===== src/rtl/sdram_arbiter.sv =====
// Two-port SDRAM arbiter: round-robin between the C64 core and the data_io downloader.
// Define SDRAM_ARB_REFRESH_EN to add the periodic refresh counter and REFRESH state.
module sdram_arbiter #(
  parameter int unsigned ADDR_W           = 25,
  parameter int unsigned REFRESH_INTERVAL = 250
) (
  input  logic              clk32,
  input  logic              reset_n,
  input  logic              c64_req,
  input  logic              c64_we,
  input  logic [ADDR_W-1:0] c64_addr,
  input  logic [7:0]        c64_din,
  output logic              c64_ack,
  input  logic              io_req,
  input  logic              io_we,
  input  logic [ADDR_W-1:0] io_addr,
  input  logic [7:0]        io_din,
  output logic              io_ack,
  output logic              ram_req,
  output logic              ram_we,
  output logic [ADDR_W-1:0] ram_addr,
  output logic [7:0]        ram_din,
  output logic              ram_refresh,
  input  logic              ram_ready,
  output logic              grant_io
);

`ifdef SDRAM_ARB_REFRESH_EN
  typedef enum logic [1:0] {StIdle, StCmd, StWait, StRefresh} state_t;
`else
  typedef enum logic [1:0] {StIdle, StCmd, StWait} state_t;
`endif

  state_t              state_q, state_d;
  logic                owner_io_q, owner_io_d;
  logic                prio_io_q, prio_io_d;
  logic                ram_we_q, ram_we_d;
  logic [ADDR_W-1:0]   ram_addr_q, ram_addr_d;
  logic [7:0]          ram_din_q, ram_din_d;
  logic                c64_ack_q, c64_ack_d;
  logic                io_ack_q, io_ack_d;
  logic                grant_io_q, grant_io_d;
  logic                pick_io;
  logic                ack_cycle;
  logic                wait_is_refresh;

  // On contention the pointer decides; a lone requester always wins.
  assign pick_io   = io_req & (~c64_req | prio_io_q);
  assign ack_cycle = c64_ack_q | io_ack_q;

`ifdef SDRAM_ARB_REFRESH_EN
  localparam int unsigned CntW = (REFRESH_INTERVAL > 1) ? $clog2(REFRESH_INTERVAL) : 1;

  logic [CntW-1:0] refresh_cnt_q, refresh_cnt_d;
  logic            refresh_pending_q, refresh_pending_d;
  logic            refresh_op_q, refresh_op_d;
  logic            refresh_wrap;

  always_comb begin
    refresh_wrap      = (refresh_cnt_q == CntW'(REFRESH_INTERVAL - 1));
    refresh_cnt_d     = refresh_wrap ? '0 : refresh_cnt_q + CntW'(1);
    // A wrap while already pending collapses into the one outstanding refresh.
    refresh_pending_d = (refresh_pending_q & (state_q != StRefresh)) | refresh_wrap;
  end

  always_ff @(posedge clk32 or negedge reset_n) begin
    if (!reset_n) begin
      refresh_cnt_q     <= '0;
      refresh_pending_q <= 1'b0;
      refresh_op_q      <= 1'b0;
    end else begin
      refresh_cnt_q     <= refresh_cnt_d;
      refresh_pending_q <= refresh_pending_d;
      refresh_op_q      <= refresh_op_d;
    end
  end

  assign wait_is_refresh = refresh_op_q;
  assign ram_refresh     = (state_q == StRefresh);
`else
  logic unused_refresh_cfg;
  assign unused_refresh_cfg = ^REFRESH_INTERVAL;
  assign wait_is_refresh    = 1'b0;
  assign ram_refresh        = 1'b0;
`endif

  always_comb begin
    state_d    = state_q;
    owner_io_d = owner_io_q;
    prio_io_d  = prio_io_q;
    ram_we_d   = ram_we_q;
    ram_addr_d = ram_addr_q;
    ram_din_d  = ram_din_q;
    c64_ack_d  = 1'b0;
    io_ack_d   = 1'b0;
    grant_io_d = grant_io_q & ~io_ack_q;
`ifdef SDRAM_ARB_REFRESH_EN
    refresh_op_d = refresh_op_q;
`endif
    unique case (state_q)
      StIdle: begin
`ifdef SDRAM_ARB_REFRESH_EN
        if (refresh_pending_q) begin
          state_d      = StRefresh;
          refresh_op_d = 1'b1;
        end else
`endif
        // The requester just acked still holds req this cycle, so no grant yet.
        if (!ack_cycle && (c64_req || io_req)) begin
          state_d    = StCmd;
          owner_io_d = pick_io;
          prio_io_d  = ~pick_io;
          grant_io_d = pick_io;
          ram_we_d   = pick_io ? io_we   : c64_we;
          ram_addr_d = pick_io ? io_addr : c64_addr;
          ram_din_d  = pick_io ? io_din  : c64_din;
`ifdef SDRAM_ARB_REFRESH_EN
          refresh_op_d = 1'b0;
`endif
        end
      end
      StCmd: state_d = StWait;
      StWait: begin
        if (ram_ready) begin
          state_d = StIdle;
          if (!wait_is_refresh) begin
            c64_ack_d = ~owner_io_q;
            io_ack_d  = owner_io_q;
          end
        end
      end
`ifdef SDRAM_ARB_REFRESH_EN
      StRefresh: state_d = StWait;
`endif
      default: state_d = StIdle;
    endcase
  end

  always_ff @(posedge clk32 or negedge reset_n) begin
    if (!reset_n) begin
      state_q    <= StIdle;
      owner_io_q <= 1'b0;
      prio_io_q  <= 1'b0;
      ram_we_q   <= 1'b0;
      ram_addr_q <= '0;
      ram_din_q  <= '0;
      c64_ack_q  <= 1'b0;
      io_ack_q   <= 1'b0;
      grant_io_q <= 1'b0;
    end else begin
      state_q    <= state_d;
      owner_io_q <= owner_io_d;
      prio_io_q  <= prio_io_d;
      ram_we_q   <= ram_we_d;
      ram_addr_q <= ram_addr_d;
      ram_din_q  <= ram_din_d;
      c64_ack_q  <= c64_ack_d;
      io_ack_q   <= io_ack_d;
      grant_io_q <= grant_io_d;
    end
  end

  assign ram_req  = (state_q == StCmd);
  assign ram_we   = ram_we_q;
  assign ram_addr = ram_addr_q;
  assign ram_din  = ram_din_q;
  assign c64_ack  = c64_ack_q;
  assign io_ack   = io_ack_q;
  assign grant_io = grant_io_q;

endmodule

===== config.mk =====
export PLATFORM = sky130hd
export DESIGN_NAME = sdram_arbiter
export DESIGN_NICKNAME = d
export VERILOG_FILES = /design/src/rtl/sdram_arbiter.sv
export SDC_FILE = /design/constraint.sdc
export NUM_CORES = 1
export LEC_CHECK = 0
export CAP_MARGIN = 20
export CORE_ASPECT_RATIO = 1.2
export CORE_MARGIN = 4
export CORE_UTILIZATION = 30
export CTS_CLUSTER_SIZE = 14
export DETAILED_ROUTE_END_ITERATION = 10
export GPL_ROUTABILITY_DRIVEN = 0
export GPL_TIMING_DRIVEN = 0
export PLACE_DENSITY = 0.7
export SETUP_SLACK_MARGIN = 0.4
export SYNTH_ARGS = -nofsm -noshare
export SYNTH_HDL_FRONTEND = slang
export SYNTH_SLANG_ARGS = --single-unit

===== constraint.sdc =====
create_clock -name clk32 -period 3.6 [get_ports clk32]
set_input_delay 0.36 -clock clk32 [delete_from_list [all_inputs] [get_ports clk32]]
set_output_delay 0.36 -clock clk32 [all_outputs]
set_load 0.05 [all_outputs]

==> reports/metrics.cfg <==
[status]
status=finished clean

[floorplanning]
core-area_mm2=0.00645
io_pins=112
core.rowCount=32
die_x_um=82.4
start_util_pct=30.9
die_area_mm2=0.00802
die_y_um=97.3

[cts]
cts_setup_buffers=0
clkTransAtPathRegs_ps=80
htreeDepth=2
cts_resized=0
cts-root-buf=clkbuf_8
clock_path_buffers=2
cts_sinks=41
clk_latency_ps=290
cts_made_buffers=5
cts_tree=done

[worst_setup_path]
critPathKind=register to output port
path_delay_family=buffers and inverters
max_stage_delay_ps=820
crit_path_max_fanout=3
start_kind=register
crit_slowest_cell=clkdlybuf4s50_1
critPathBufInv=1
arrival_ps=1730
cp-end-kind=output port
path_cells=nor2b_1 -> clkdlybuf4s50_1
cp_data_required_time_ps=3240

[drt]
viasPerCell=5.13
post_drt_wl_per_cell_um=17.2
firstDrtPassIters=4
via_count=1802
drt_iter0_drc=49
post-route-drc-count=0
antenna_left=0
drt_wl_total_um=6050

[yosys]
yosys-top-cells-area=dfrtp_1 51%, a2bb2oi_2 15%, o32ai_1 15%, a2bb2oi_1 6.1%, buf_12 2.0%
ys_seq_area_share_pct=51.4
syn_area_per_cell_um2=13.7
ys_types=21
synth_top_area_share_pct=51.4
synthArstFlopShare_pct=100
ys_seq_elements=41
synthesis.area_mm2=0.00199
yosysWarnings=0
synth_top_area_cell=dfrtp_1
synth_flop_cell=dfrtp_1
synth.most_common_cell=dfrtp_1
synth_nets=219
synth_cells=146
synthTopCellsByCount=41 x dfrtp_1, 34 x o32ai_1, 20 x a2bb2oi_2
synth-edff-count=0

[power]
irDropWorstVdd_uv=411
power_leakage_nw=1.24
power_density_mw_per_mm2=962
total_power_mw=3.18

[final_layout]
area_growth_pct=65.9
num_antenna_cells=0
fillCellCount=586
fin_nets=338
drive_above_1_share_pct=15.4
final_area_mm2=0.00331
utilization_pct=51.3
final_cells=351

[timing]
rsz0062_at_grt=false
final.min_clock_period_ps=2090
max_freq_mhz=479
tns_ps=0
worst_slew_pin_slew_ps=550
setup_violations=0
drv_slew=0
finalHoldViolCount=0
skew_ps=6.46
relSlewSlack_pct=63.1
fin_crit_sh_pct=58.0

[place]
dpl.hpwl_um=4460
place_area_mm2=0.00322
dp.cells=342
portBuffers=110

[global_routing]
overflow=0
grt_pass1_vias=1893
grt_pass1_wl_um=9500
grt_max_degree=39
grt_use_total_pct=15.5
antenna_found_initial=0

[flow_run]
cap_viol_max_count=0

[worst_hold_path]
worst_hold_path_type=input pin to async pin

## worst register-to-register path, delay by kind of cell (launching register included)
family	cells	cell delay (ps)
AOI/OAI and AO/OA	2	370
buffers and inverters	2	330
DFF	1	420
and+or+nand+nor	1	560
## power by group
part	leakage (nW)	switching, mW	internal, mW	total (mW)
Combinational	0.743	1.20	0.868	2.07
Sequential	0.457	0.139	0.678	0.818
Clock	0.0450	0.161	0.135	0.296
Total	1.24	1.50	1.68	3.18
## flip-flops by register name, indices dropped and copies added, names as in the netlist
| register | flops |
|---|---|
| prio_io_q | 1 |
| c64_ack | 1 |
| ram_din | 8 |
| owner_io_q | 1 |
| state_q | 2 |
| ram_addr | 25 |
| io_ack | 1 |
| grant_io | 1 |
| ram_we | 1 |
## through the flow
stage	hold slack, ps	setup WS [ps]
2_1_floorplan	64.4	1940
3_3_place_gp	493	1040
3_5_place_dp	177	1390
4_1_cts	389	1490
5_1_grt	412	1410
6_report	405	1510
## per-layer routing
metal | up-vias | wire length (um) | GRT usage, %
met5 | - | 0 | 0
met4 | 0 | 52 | 3.84
met3 | 6 | 394 | 4.55
met2 | 60 | 3090 | 26.2
met1 | 898 | 2510 | 18.8
li1 | 838 | - | -
## layout make-up
cell class	count	area, um2	share of cell area, %
multi-input cells	83	833	25.2
flip-flops and latches	41	1030	31.0
inverters	3	11.3	0.340
clock inverters	2	10.0	0.302
clock buffers	6	72.6	2.19
repair buffers	112	1130	34.0
well taps	85	106	3.21
plain buffers	19	124	3.74
## cells by family (layout without fill, tap and decap cells)
family | count (synthesis) | count (layout) | synth area share, %
flops | 41 | 41 | 51.4
simple gates | 8 | 8 | 3.33
compound gates | 74 | 74 | 38.3
other cells | 1 | 1 | 0.188
buf+inv | 22 | 142 | 6.78
## path summary, 6_finish.rpt
| kind | start | endpoint | slack, ps | cells past startpoint |
|---|---|---|---|---|
| min in group clk32 | prio_io_q | prio_io_q | 520 | 1 |
| max in group asynchronous | reset_n | ram_addr[14] | 2790 | 3 |
| setup reg to reg | state_q[0] | ram_addr[14] | 1850 | 5 |
| hold / removal | reset_n | ram_din[0] | 400 | 2 |
| hold reg to reg | prio_io_q | prio_io_q | 520 | 1 |
| setup / recovery | state_q[0] | ram_req | 1510 | 2 |
## what timing repair did
action	in CTS	in global routing
endpoints found under the setup margin	0	0
endpoints found under the hold margin	3	0
hold buffers	1	0
## placed cells by master (no fill, tap or decap)
cell type / instances
clkinv_2: 2
and3_1: 2
inv_1: 2
clkbuf_8: 5
dfrtp_1: 41
o21ai_1: 2
nand3b_1: 1
clkdlybuf4s50_1: 109
clkbuf_1: 11
nor2b_1: 3
a2bb2oi_2: 20
a21bo_2: 1
o32ai_1: 34
a2bb2oi_1: 14
a21o_1: 1
o21a_1: 2
buf_4: 2
conb_1: 1
dlygate4sd3_1: 1
buf_6: 1
buf_12: 3
nand2b_1: 1
inv_2: 1
buf_2: 5
nor4_4: 1
No activity file was read; power rests on OpenSTA's default activity.
